--- src/rtl/sram_arb_pkg.sv ---
// Shared types and constants for the SRAM round-robin arbiter.
// tag_t index is sized for the largest legal requester count (8).
package sram_arb_pkg;
    localparam int MAX_RD_LAT = 4;
    localparam int MAX_REQ    = 8;
    localparam int TAG_IDX_W  = $clog2(MAX_REQ);

    typedef enum logic [1:0] {RUN, DRAIN, DONE} arb_state_e;

    typedef struct packed {
        logic                 valid;
        logic [TAG_IDX_W-1:0] idx;
    } tag_t;
endpackage

--- src/rtl/rr_arbiter.sv ---
// Combinational round-robin picker: first requester at or after ptr wins.
module rr_arbiter #(
    parameter int N  = 4,
    parameter int IW = (N > 1) ? $clog2(N) : 1
) (
    input  logic [N-1:0]  req,
    input  logic [IW-1:0] ptr,
    input  logic          en,
    output logic [N-1:0]  gnt,
    output logic [IW-1:0] gnt_idx
);
    logic          found;
    logic [IW-1:0] j;

    always_comb begin
        gnt     = '0;
        gnt_idx = '0;
        found   = 1'b0;
        j       = '0;
        for (int k = 0; k < N; k++) begin
            j = IW'((int'(ptr) + k) % N);
            if (en && !found && req[j]) begin
                found   = 1'b1;
                gnt[j]  = 1'b1;
                gnt_idx = j;
            end
        end
    end
endmodule

--- src/rtl/sram_if_arbiter.sv ---
// Shares one single-port SRAM among NUM_REQ requesters; read data is routed
// back through a tag pipeline matched to RD_LAT, with a flush/drain handshake.
module sram_if_arbiter
    import sram_arb_pkg::*;
#(
    parameter int NUM_REQ = 4,
    parameter int ADDR_W  = 32,
    parameter int DATA_W  = 32,
    parameter int RD_LAT  = 1
) (
    input  logic                      clk,
    input  logic                      rst,
    input  logic [ADDR_W-1:0]         start_addr,
    input  logic [NUM_REQ-1:0]        req_valid,
    output logic [NUM_REQ-1:0]        req_ready,
    input  logic [NUM_REQ-1:0]        req_we,
    input  logic [NUM_REQ*ADDR_W-1:0] req_addr,
    input  logic [NUM_REQ*DATA_W-1:0] req_wdata,
    output logic [NUM_REQ-1:0]        rsp_valid,
    output logic [DATA_W-1:0]         rsp_rdata,
    output logic                      sram_en,
    output logic                      sram_we,
    output logic [ADDR_W-1:0]         sram_addr,
    output logic [DATA_W-1:0]         sram_wdata,
    input  logic [DATA_W-1:0]         sram_rdata,
    input  logic                      flush,
    output logic                      flush_done,
    output logic                      busy
);
    localparam int IW     = (NUM_REQ > 1) ? $clog2(NUM_REQ) : 1;
    localparam int STAGES = RD_LAT + 1;

    arb_state_e                state_q, state_d;
    logic [IW-1:0]             ptr_q, ptr_d;
    logic                      sram_en_q, sram_en_d;
    logic                      sram_we_q, sram_we_d;
    logic [ADDR_W-1:0]         sram_addr_q, sram_addr_d;
    logic [DATA_W-1:0]         sram_wdata_q, sram_wdata_d;
    tag_t [STAGES-1:0]         tag_q, tag_d;

    logic [NUM_REQ-1:0]        gnt;
    logic [IW-1:0]             gnt_idx;
    logic                      gnt_en;
    logic                      accept;
    logic                      upstream_busy;

    rr_arbiter #(.N(NUM_REQ), .IW(IW)) u_rr (
        .req     (req_valid),
        .ptr     (ptr_q),
        .en      (gnt_en),
        .gnt     (gnt),
        .gnt_idx (gnt_idx)
    );

    assign gnt_en    = (state_q == RUN) && !flush;
    assign accept    = |gnt;
    assign req_ready = gnt;

    always_comb begin
        ptr_d        = ptr_q;
        sram_en_d    = accept;
        sram_we_d    = accept && req_we[gnt_idx];
        sram_addr_d  = sram_addr_q;
        sram_wdata_d = sram_wdata_q;
        if (accept) begin
            ptr_d        = (gnt_idx == IW'(NUM_REQ - 1)) ? '0 : gnt_idx + 1'b1;
            sram_addr_d  = start_addr + req_addr[gnt_idx*ADDR_W +: ADDR_W];
            sram_wdata_d = req_wdata[gnt_idx*DATA_W +: DATA_W];
        end
    end

    // Only reads enter the tag pipe; the last stage lines up with sram_rdata.
    always_comb begin
        tag_d[0].valid = accept && !req_we[gnt_idx];
        tag_d[0].idx   = TAG_IDX_W'(gnt_idx);
        for (int s = 1; s < STAGES; s++) tag_d[s] = tag_q[s-1];
    end

    always_comb begin
        busy          = 1'b0;
        upstream_busy = 1'b0;
        for (int s = 0; s < STAGES; s++) begin
            busy = busy | tag_q[s].valid;
            if (s < STAGES - 1) upstream_busy = upstream_busy | tag_q[s].valid;
        end
    end

    // DRAIN exits once nothing but the final (currently responding) stage is
    // occupied, so flush_done lands the cycle after the last rsp_valid.
    always_comb begin
        state_d = state_q;
        case (state_q)
            RUN:     if (flush) state_d = DRAIN;
            DRAIN:   if (!upstream_busy) state_d = DONE;
            DONE:    state_d = RUN;
            default: state_d = RUN;
        endcase
    end

    always_ff @(posedge clk) begin
        if (rst) begin
            state_q      <= RUN;
            ptr_q        <= '0;
            sram_en_q    <= 1'b0;
            sram_we_q    <= 1'b0;
            sram_addr_q  <= '0;
            sram_wdata_q <= '0;
            tag_q        <= '0;
        end else begin
            state_q      <= state_d;
            ptr_q        <= ptr_d;
            sram_en_q    <= sram_en_d;
            sram_we_q    <= sram_we_d;
            sram_addr_q  <= sram_addr_d;
            sram_wdata_q <= sram_wdata_d;
            tag_q        <= tag_d;
        end
    end

    assign sram_en    = sram_en_q;
    assign sram_we    = sram_we_q;
    assign sram_addr  = sram_addr_q;
    assign sram_wdata = sram_wdata_q;
    assign flush_done = (state_q == DONE);
    assign rsp_rdata  = sram_rdata;
    assign rsp_valid  = tag_q[STAGES-1].valid ? (NUM_REQ'(1) << tag_q[STAGES-1].idx) : '0;
endmodule

--- config.mk ---
export PLATFORM = sky130hd
export DESIGN_NAME = sram_if_arbiter
export DESIGN_NICKNAME = d
export VERILOG_FILES = /design/src/rtl/sram_arb_pkg.sv /design/src/rtl/rr_arbiter.sv /design/src/rtl/sram_if_arbiter.sv
export SDC_FILE = /design/constraint.sdc
export NUM_CORES = 1
export LEC_CHECK = 0
export CAP_MARGIN = 20
export CORE_AREA = 2 2 169 171
export CTS_CLUSTER_DIAMETER = 80
export DETAILED_ROUTE_END_ITERATION = 8
export DIE_AREA = 0 0 171 173
export PLACE_DENSITY_LB_ADDON = 0.2
export RECOVER_POWER = 100
export SYNTH_ARGS = -nofsm -noshare
export SYNTH_HDL_FRONTEND = slang
export SYNTH_SLANG_ARGS = --single-unit
--- constraint.sdc ---
create_clock -name clk -period 17.7 [get_ports clk]
set_clock_uncertainty 0.1 [all_clocks]
set_input_delay 3.54 -clock clk [delete_from_list [all_inputs] [get_ports clk]]
set_output_delay 3.54 -clock clk [all_outputs]
set_load 0.01 [all_outputs]
==> flow_metrics.env, run 1 <==
export IMPL_die_area_mm2=0.0296
export IMPL_relSlewSlack_pct=-166
export IMPL_first_iter_violations=438
export IMPL_criticalPathCategory="in -> reg"
export IMPL_drive_gt1_share_pct=2.96
export IMPL_fin_crit_ns=11.62
export IMPL_regArea_mm2=0.00152
export IMPL_ctsResizeCount=0
export IMPL_setup_ws_ns=6.08
export IMPL_grt_antenna_before_repair=4
export IMPL_clkSinkCount=76
export IMPL_ys_flop_type="dfxtp_1"
export IMPL_grt_max_degree=80
export IMPL_worst_pin_slew_ns=3.99
export IMPL_routed_wl_um=31500
export IMPL_drv_cap=4
export IMPL_boundaryPins=439
export IMPL_r2r_start="ptr_q[0]"
export IMPL_cp_arrival_ns=11.55
export IMPL_dp_hpwl_um=24200
export IMPL_crit_path_start="req_valid[3]"
export IMPL_post_drt_via_cell_ratio=4.85
export IMPL_die_h_um=173
export IMPL_multi_input_comb_area_mm2=0.00482
export IMPL_fin_crit_sh_pct=65.6
export IMPL_fin_area_mm2=0.0110
export IMPL_syn_avg_cell_area_um2=6.58
export IMPL_clk_pin_slew_ns=0.06
export IMPL_row_count=61
export IMPL_power_density_mw_per_mm2=151
export IMPL_finish_utilization_pct=39.9
export IMPL_io_buffers=374
export IMPL_worst_hold_path_type="reg -> reg"
export IMPL_required_ns=17.63
export IMPL_cts_htree_levels=3
export IMPL_worstSetupEndpointType="flop"
export IMPL_cp_slowest_stage_delay_ns=1.65
export IMPL_insertion_delay_ns=0.34
export IMPL_cts_root_buf="clkbuf_16"
export IMPL_postPlaceCellArea_mm2=0.0107
export IMPL_grt_overflow_total=0
export IMPL_worstPathMaxFanout=48
export IMPL_clk_path_buf_depth=2
export IMPL_layout_nets=1716
export IMPL_finalSetupViolations=0
export IMPL_core_area_mm2=0.0276
export IMPL_die_w_um=171
export IMPL_ys_seq_area_share_pct=21.9
export IMPL_power_mw=1.67
export IMPL_place_congestion=0.878
export IMPL_crit_chain="dlygate4sd3_1, mux4_2, nand2b_1, a21oi_1, a21o_1, clkbuf_1, nand2_1, and3_1, a31oi_1, ha_1, inv_1, fa_1, nor2b_1, o2111ai_1, a21oi_1, a2111oi_0, clkbuf_1, o31ai_1, a41oi_1, xor2_1, a211oi_2"
export IMPL_hold_worst_slack_ns=0.334
export IMPL_outcome="complete, but fails checks"
export IMPL_grt_pass1_wl_um=47100
export IMPL_synth_area_mm2=0.00696
export IMPL_failed_checks="max-capacitance violations, max-slew violations"
export IMPL_path_buf_inv=4
export IMPL_p_leak_nw=4.60
export IMPL_final_cells=1733
export IMPL_track_usage_pct=20.7
export IMPL_yosysUniqueCellTypes=58
export IMPL_drtAntennaViolNets=0
export IMPL_setup_worst_path_start_class="input port"
export IMPL_critPathTopFamily="compound AO/OA/AOI/OAI gates"
export IMPL_drc=0
export IMPL_synthesis_nets=1427
export IMPL_cts_buffers=9
export IMPL_grt_pass1_vias=8045
export IMPL_post_cts_buffers=0
export IMPL_worst_path_max_delay_cell="clkbuf_1"
export IMPL_hold_buffers=0
export IMPL_initial_utilization_pct=25.2
export IMPL_drtPass1Iterations=5
export IMPL_synth_edff_count=0
export IMPL_cts_tree="yes"
export IMPL_min_from="tag_d[5]"
export IMPL_async_flop_share_pct=0
export IMPL_pre_cts_ws_ns=7.78
export IMPL_ys_ff_latch=76
export IMPL_finalSetupTns_ns=0
export IMPL_n_fill_cell=3034
export IMPL_slew_viol_final=233
export IMPL_yosysWarnings=0
export IMPL_fmax_mhz=86.1
export IMPL_post_drt_wl_per_cell_um=18.2
export IMPL_rsz0062_at_grt="false"
export IMPL_num_vias=8412
export IMPL_vdd_drop_max_mv=0.0830
export IMPL_area_delta_synth_final_pct=58.4
export IMPL_dp_cells=1713
export IMPL_synth_cells=1057
export IMPL_finalHoldViolations=0
synthesized netlist by cell type (all sizes together) (4+ instances only):
cell type / count / area [um2]
a31oi: 38 / 238
o21ai: 16 / 80.1
mux2i: 15 / 150
mux4: 4 / 90.1
a211oi: 11 / 113
and3: 35 / 219
nor2b: 7 / 43.8
xnor2: 12 / 105
o21a: 9 / 67.6
inv: 13 / 48.8
nor3: 12 / 60.1
nand3b: 5 / 37.5
a21o: 16 / 120
nand4: 9 / 56.3
o21bai: 4 / 30.0
a221o: 5 / 50.1
nand3: 106 / 531
o211ai: 4 / 30.0
nand2b: 4 / 25.0
or3: 5 / 31.3
xor2: 6 / 52.6
buf: 62 / 413
nor2: 32 / 120
dfxtp: 76 / 1520
a2111oi: 5 / 56.3
ha: 38 / 475
clkbuf: 44 / 165
nand2: 340 / 1280
a21oi: 85 / 425
placed cells by master, fill, tap and decap left out, drive strengths merged, types with 5 or more instances in the layout:
| cell type | instances |
|---|---|
| a221o | 5 |
| inv | 14 |
| clkbuf | 16 |
| a21o | 16 |
| and3 | 35 |
| a2111oi | 5 |
| nand3b | 5 |
| xor2 | 6 |
| a31oi | 38 |
| clkdlybuf4s50 | 296 |
| xnor2 | 12 |
| dfxtp | 76 |
| nand3 | 106 |
| o21a | 9 |
| dlygate4sd3 | 77 |
| nand2 | 340 |
| o21ai | 16 |
| nor2b | 7 |
| buf | 6 |
| mux2i | 15 |
| nor2 | 32 |
| a211oi | 11 |
| ha | 38 |
| nor3 | 12 |
| or3 | 5 |
| a21oi | 85 |
| nand4 | 9 |
final cells by class:
cell class,count,share of cell area (%)
clock inverter,5,0.977
clock buffer,11,2.20
tap,378,4.29
multi-input combinational,862,43.7
sequential,76,13.8
antenna,4,0.0908
timing repair buffer,384,34.5
inverter,13,0.443
logic make-up (layout without fill, tap and decap cells):
logic type / after synthesis / in the layout / share of synthesized area, %
AOI/OAI and AO/OA: 212 / 212 / 19.7
buffers and inverters: 119 / 413 / 9.01
DFF: 76 / 76 / 21.9
and+or+nand+nor: 574 / 574 / 36.6
other: 0 / 4 / 0
muxes: 19 / 19 / 3.45
adders and majority gates: 39 / 39 / 7.12
xor gates and xnor gates: 18 / 18 / 2.27
layer usage:
| layer | track usage, % | up-vias | wire [um] |
|---|---|---|---|
| met5 | 0 | - | 0 |
| met4 | 7.87 | 0 | 932 |
| met3 | 4.60 | 50 | 2050 |
| met2 | 35.1 | 291 | 15400 |
| met1 | 25.4 | 3845 | 13100 |
| li1 | - | 4226 | - |
final timing paths:
kind                                      end  slack, ns  cells after the start
worst max-delay path            sram_addr[30]       6.08                     21
worst min-delay path                 tag_q[5]       0.33                      1
worst max register to register  sram_addr[30]       8.74                     22
worst min register to register       tag_q[5]       0.33                      1
registers in the layout (all words and copies together), names as in the netlist:
register / flops
sram_addr: 32
ptr_q: 2
upstream_busy: 1
sram_wdata: 32
tag_q: 3
sram_en: 1
sram_we: 1
state_q: 2
tag_d: 2
power breakdown:
part / switching (mW) / internal [mW] / leakage (nW) / total, mW
combinational: 0.684 / 0.483 / 3.80 / 1.17
sequential: 0.0366 / 0.242 / 0.623 / 0.278
clock: 0.0792 / 0.143 / 0.170 / 0.222
(Power assumes the default switching activity.)
==> run 2: changes to the inputs <==
- clock period: 17.7 -> 10.1 ns (I/O delays scaled with it)
==> run 2 against run 1 <==
The run still ends with max-capacitance violations, max-slew violations left. Critical path depth fell by 1. Non-clock buffer count is the same. Sequential power is 76% higher. Sequential share of layout area increased by 0.11 points. Global-route usage increased by 0.061 points. Critical endpoint unchanged. Largest power group unchanged.
==> flow_metrics.env, run 2 (synthesized netlist as in run 1, its figures left out) <==
export IMPL_outcome="complete, but fails checks"
export IMPL_failed_checks="max-capacitance violations, max-slew violations"
export IMPL_routed_wl_um=31400
export IMPL_drtPass1Iterations=5
export IMPL_n_fill_cell=3024
export IMPL_seq_power_share_pct=17.4
export IMPL_cp_endpoint="sram_addr[30]"
export IMPL_fmax_mhz=128
export IMPL_postPlaceCellArea_mm2=0.0107
export IMPL_post_drt_via_cell_ratio=4.86
export IMPL_internal_power_mw=1.42
export IMPL_worst_pin_slew_ns=3.81
export IMPL_layout_common_cells="nand2_1 (340), clkdlybuf4s50_1 (296), nand3_1 (106)"
export IMPL_finalSetupViolations=0
export IMPL_rsz0062_at_grt="false"
export IMPL_clk_pin_slew_ns=0.06
export IMPL_p_comb_share_pct=72.0
export IMPL_num_vias=8416
export IMPL_boundaryPins=439
export IMPL_hold_buffers=0
export IMPL_cp_slowest_stage_delay_ns=0.74
export IMPL_drv_cap=3
export IMPL_initial_utilization_pct=25.2
export IMPL_dp_hpwl_um=24500
export IMPL_place_congestion=0.864
export IMPL_worst_path_most_repeated_cell="a21oi_1"
export IMPL_multi_input_comb_area_mm2=0.00482
export IMPL_row_count=61
export IMPL_power_density_mw_per_mm2=257
export IMPL_worstSetupEndpointType="flop"
export IMPL_r2r_cells=21
export IMPL_io_buffers=374
export IMPL_grt_pass1_vias=8068
export IMPL_die_h_um=173
export IMPL_setup_ws_ns=2.31
export IMPL_r2r_start="ptr_q[0]"
export IMPL_layout_nets=1716
export IMPL_setup_worst_path_start_class="input port"
export IMPL_regArea_mm2=0.00152
export IMPL_worst_hold_path_type="reg -> reg"
export IMPL_first_iter_violations=383
export IMPL_finalSetupTns_ns=0
export IMPL_finish_utilization_pct=39.6
export IMPL_area_delta_synth_final_pct=57.1
export IMPL_cts_htree_levels=3
export IMPL_fin_crit_ns=7.79
export IMPL_worstPathMaxFanout=76
export IMPL_p_sw_mw=1.39
export IMPL_pre_cts_ws_ns=2.16
export IMPL_crit_path_start="req_valid[3]"
export IMPL_grt_overflow_total=0
export IMPL_cts_root_buf="clkbuf_16"
export IMPL_vdd_drop_max_mv=0.118
export IMPL_pwr_share_clk_pct=10.6
export IMPL_grt_antenna_before_repair=2
export IMPL_drive_gt1_share_pct=2.96
export IMPL_cts_buffers=9
export IMPL_r2r_end="sram_addr[30]"
export IMPL_fin_crit_sh_pct=77.2
export IMPL_grt_max_degree=86
export IMPL_clkSinkCount=76
export IMPL_p_leak_nw=4.55
export IMPL_crit_chain="dlygate4sd3_1, mux4_2, nand2b_1, a21oi_1, a21o_4, nand2_1, and3_1, a31oi_1, ha_1, inv_1, fa_1, nor2b_1, o2111ai_1, a21oi_1, a2111oi_0, clkbuf_1, o31ai_1, a41oi_1, xor2_1, a211oi_2"
export IMPL_core_area_mm2=0.0276
export IMPL_ctsResizeCount=0
export IMPL_drtAntennaViolNets=0
export IMPL_track_usage_pct=20.8
export IMPL_cts_tree="yes"
export IMPL_final_common_cell="nand2_1"
export IMPL_die_area_mm2=0.0296
export IMPL_finalHoldViolations=0
export IMPL_required_ns=10.05
export IMPL_drc=0
export IMPL_rrSetupSlack_ns=3.45
export IMPL_fin_area_mm2=0.0109
export IMPL_cp_arrival_ns=7.74
export IMPL_grt_pass1_wl_um=47400
export IMPL_p_sw_share_pct=49.5
export IMPL_relSlewSlack_pct=-154
export IMPL_post_drt_wl_per_cell_um=18.1
export IMPL_criticalPathCategory="in -> reg"
export IMPL_worst_path_max_delay_cell="a21o_4"
export IMPL_insertion_delay_ns=0.34
export IMPL_clk_path_buf_depth=2
export IMPL_post_cts_buffers=0
export IMPL_slew_viol_final=170
export IMPL_die_w_um=171
==> run 2: cell count changes in the layout (fill, tap and decap cells not counted), sizes merged <==
cell	before	now
clkinv	1	5
bufinv	3	0
diode	4	2
buf	6	7
clkbuf	16	15
inv	14	13
==> run 2: final cells by class <==
class                   instances  area share [%]
flip-flops and latches         76            13.9
repair buffers                384            34.8
clock inverters                 5           0.263
well taps                     378            4.33
multi-input cells             862            44.1
diodes                          2          0.0458
inverters                      13           0.446
clock buffers                  11            2.13
==> run 2: metal layers <==
metal	up-vias	share of wire, %	global-route usage [%]
met5	-	0	0
met4	0	3.6	8.09
met3	57	6.0	4.51
met2	295	49	35.1
met1	3829	42	25.5
li1	4235	-	-
==> run 2: worst min path at each step <==
stage              from        to  cells past startpoint
3_3_place_gp   tag_d[5]  tag_q[5]                      1
6_report       tag_d[5]  tag_q[5]                      1
4_1_cts        tag_d[5]  tag_q[5]                      1
5_1_grt        tag_d[5]  tag_q[5]                      1
2_1_floorplan  tag_d[4]  tag_q[4]                      1
3_5_place_dp   tag_d[5]  tag_q[5]                      1
==> run 2: worst max-delay path: cells and delay by family <==
kind                     cells  cell delay (ns)
AO/OA/AOI/OAI                9             2.77
buffers and inverters        3             0.89
AND/OR/NAND/NOR              4             0.69
adder cells (fa/ha/maj)      2             0.59
multiplexers                 1             0.52
XOR/XNOR                     1             0.20
==> run 2: metrics by stage <==
| stage | hold WS (ns) | total power [mW] | std cells |
|---|---|---|---|
| 3_5_place_dp | 0.322 | 2.60 | 1713 |
| 2_1_floorplan | 0.314 | 1.84 | 1057 |
| 3_3_place_gp | 0.319 | 2.59 | 1713 |
| 4_1_cts | 0.338 | 2.91 | 1729 |
| 5_1_grt | 0.347 | 3.09 | 1730 |
| 6_report | 0.334 | 2.81 | 1731 |
==> run 2: power groups by stage <==
stage | sequential (mW) | combinational (mW) | clock (mW)
global placement | 0.496 | 2.10 | 0
finish | 0.489 | 2.03 | 0.298
CTS | 0.496 | 2.10 | 0.313
floorplan | 0.537 | 1.30 | 0
detailed placement | 0.501 | 2.10 | 0
global route | 0.508 | 2.26 | 0.324
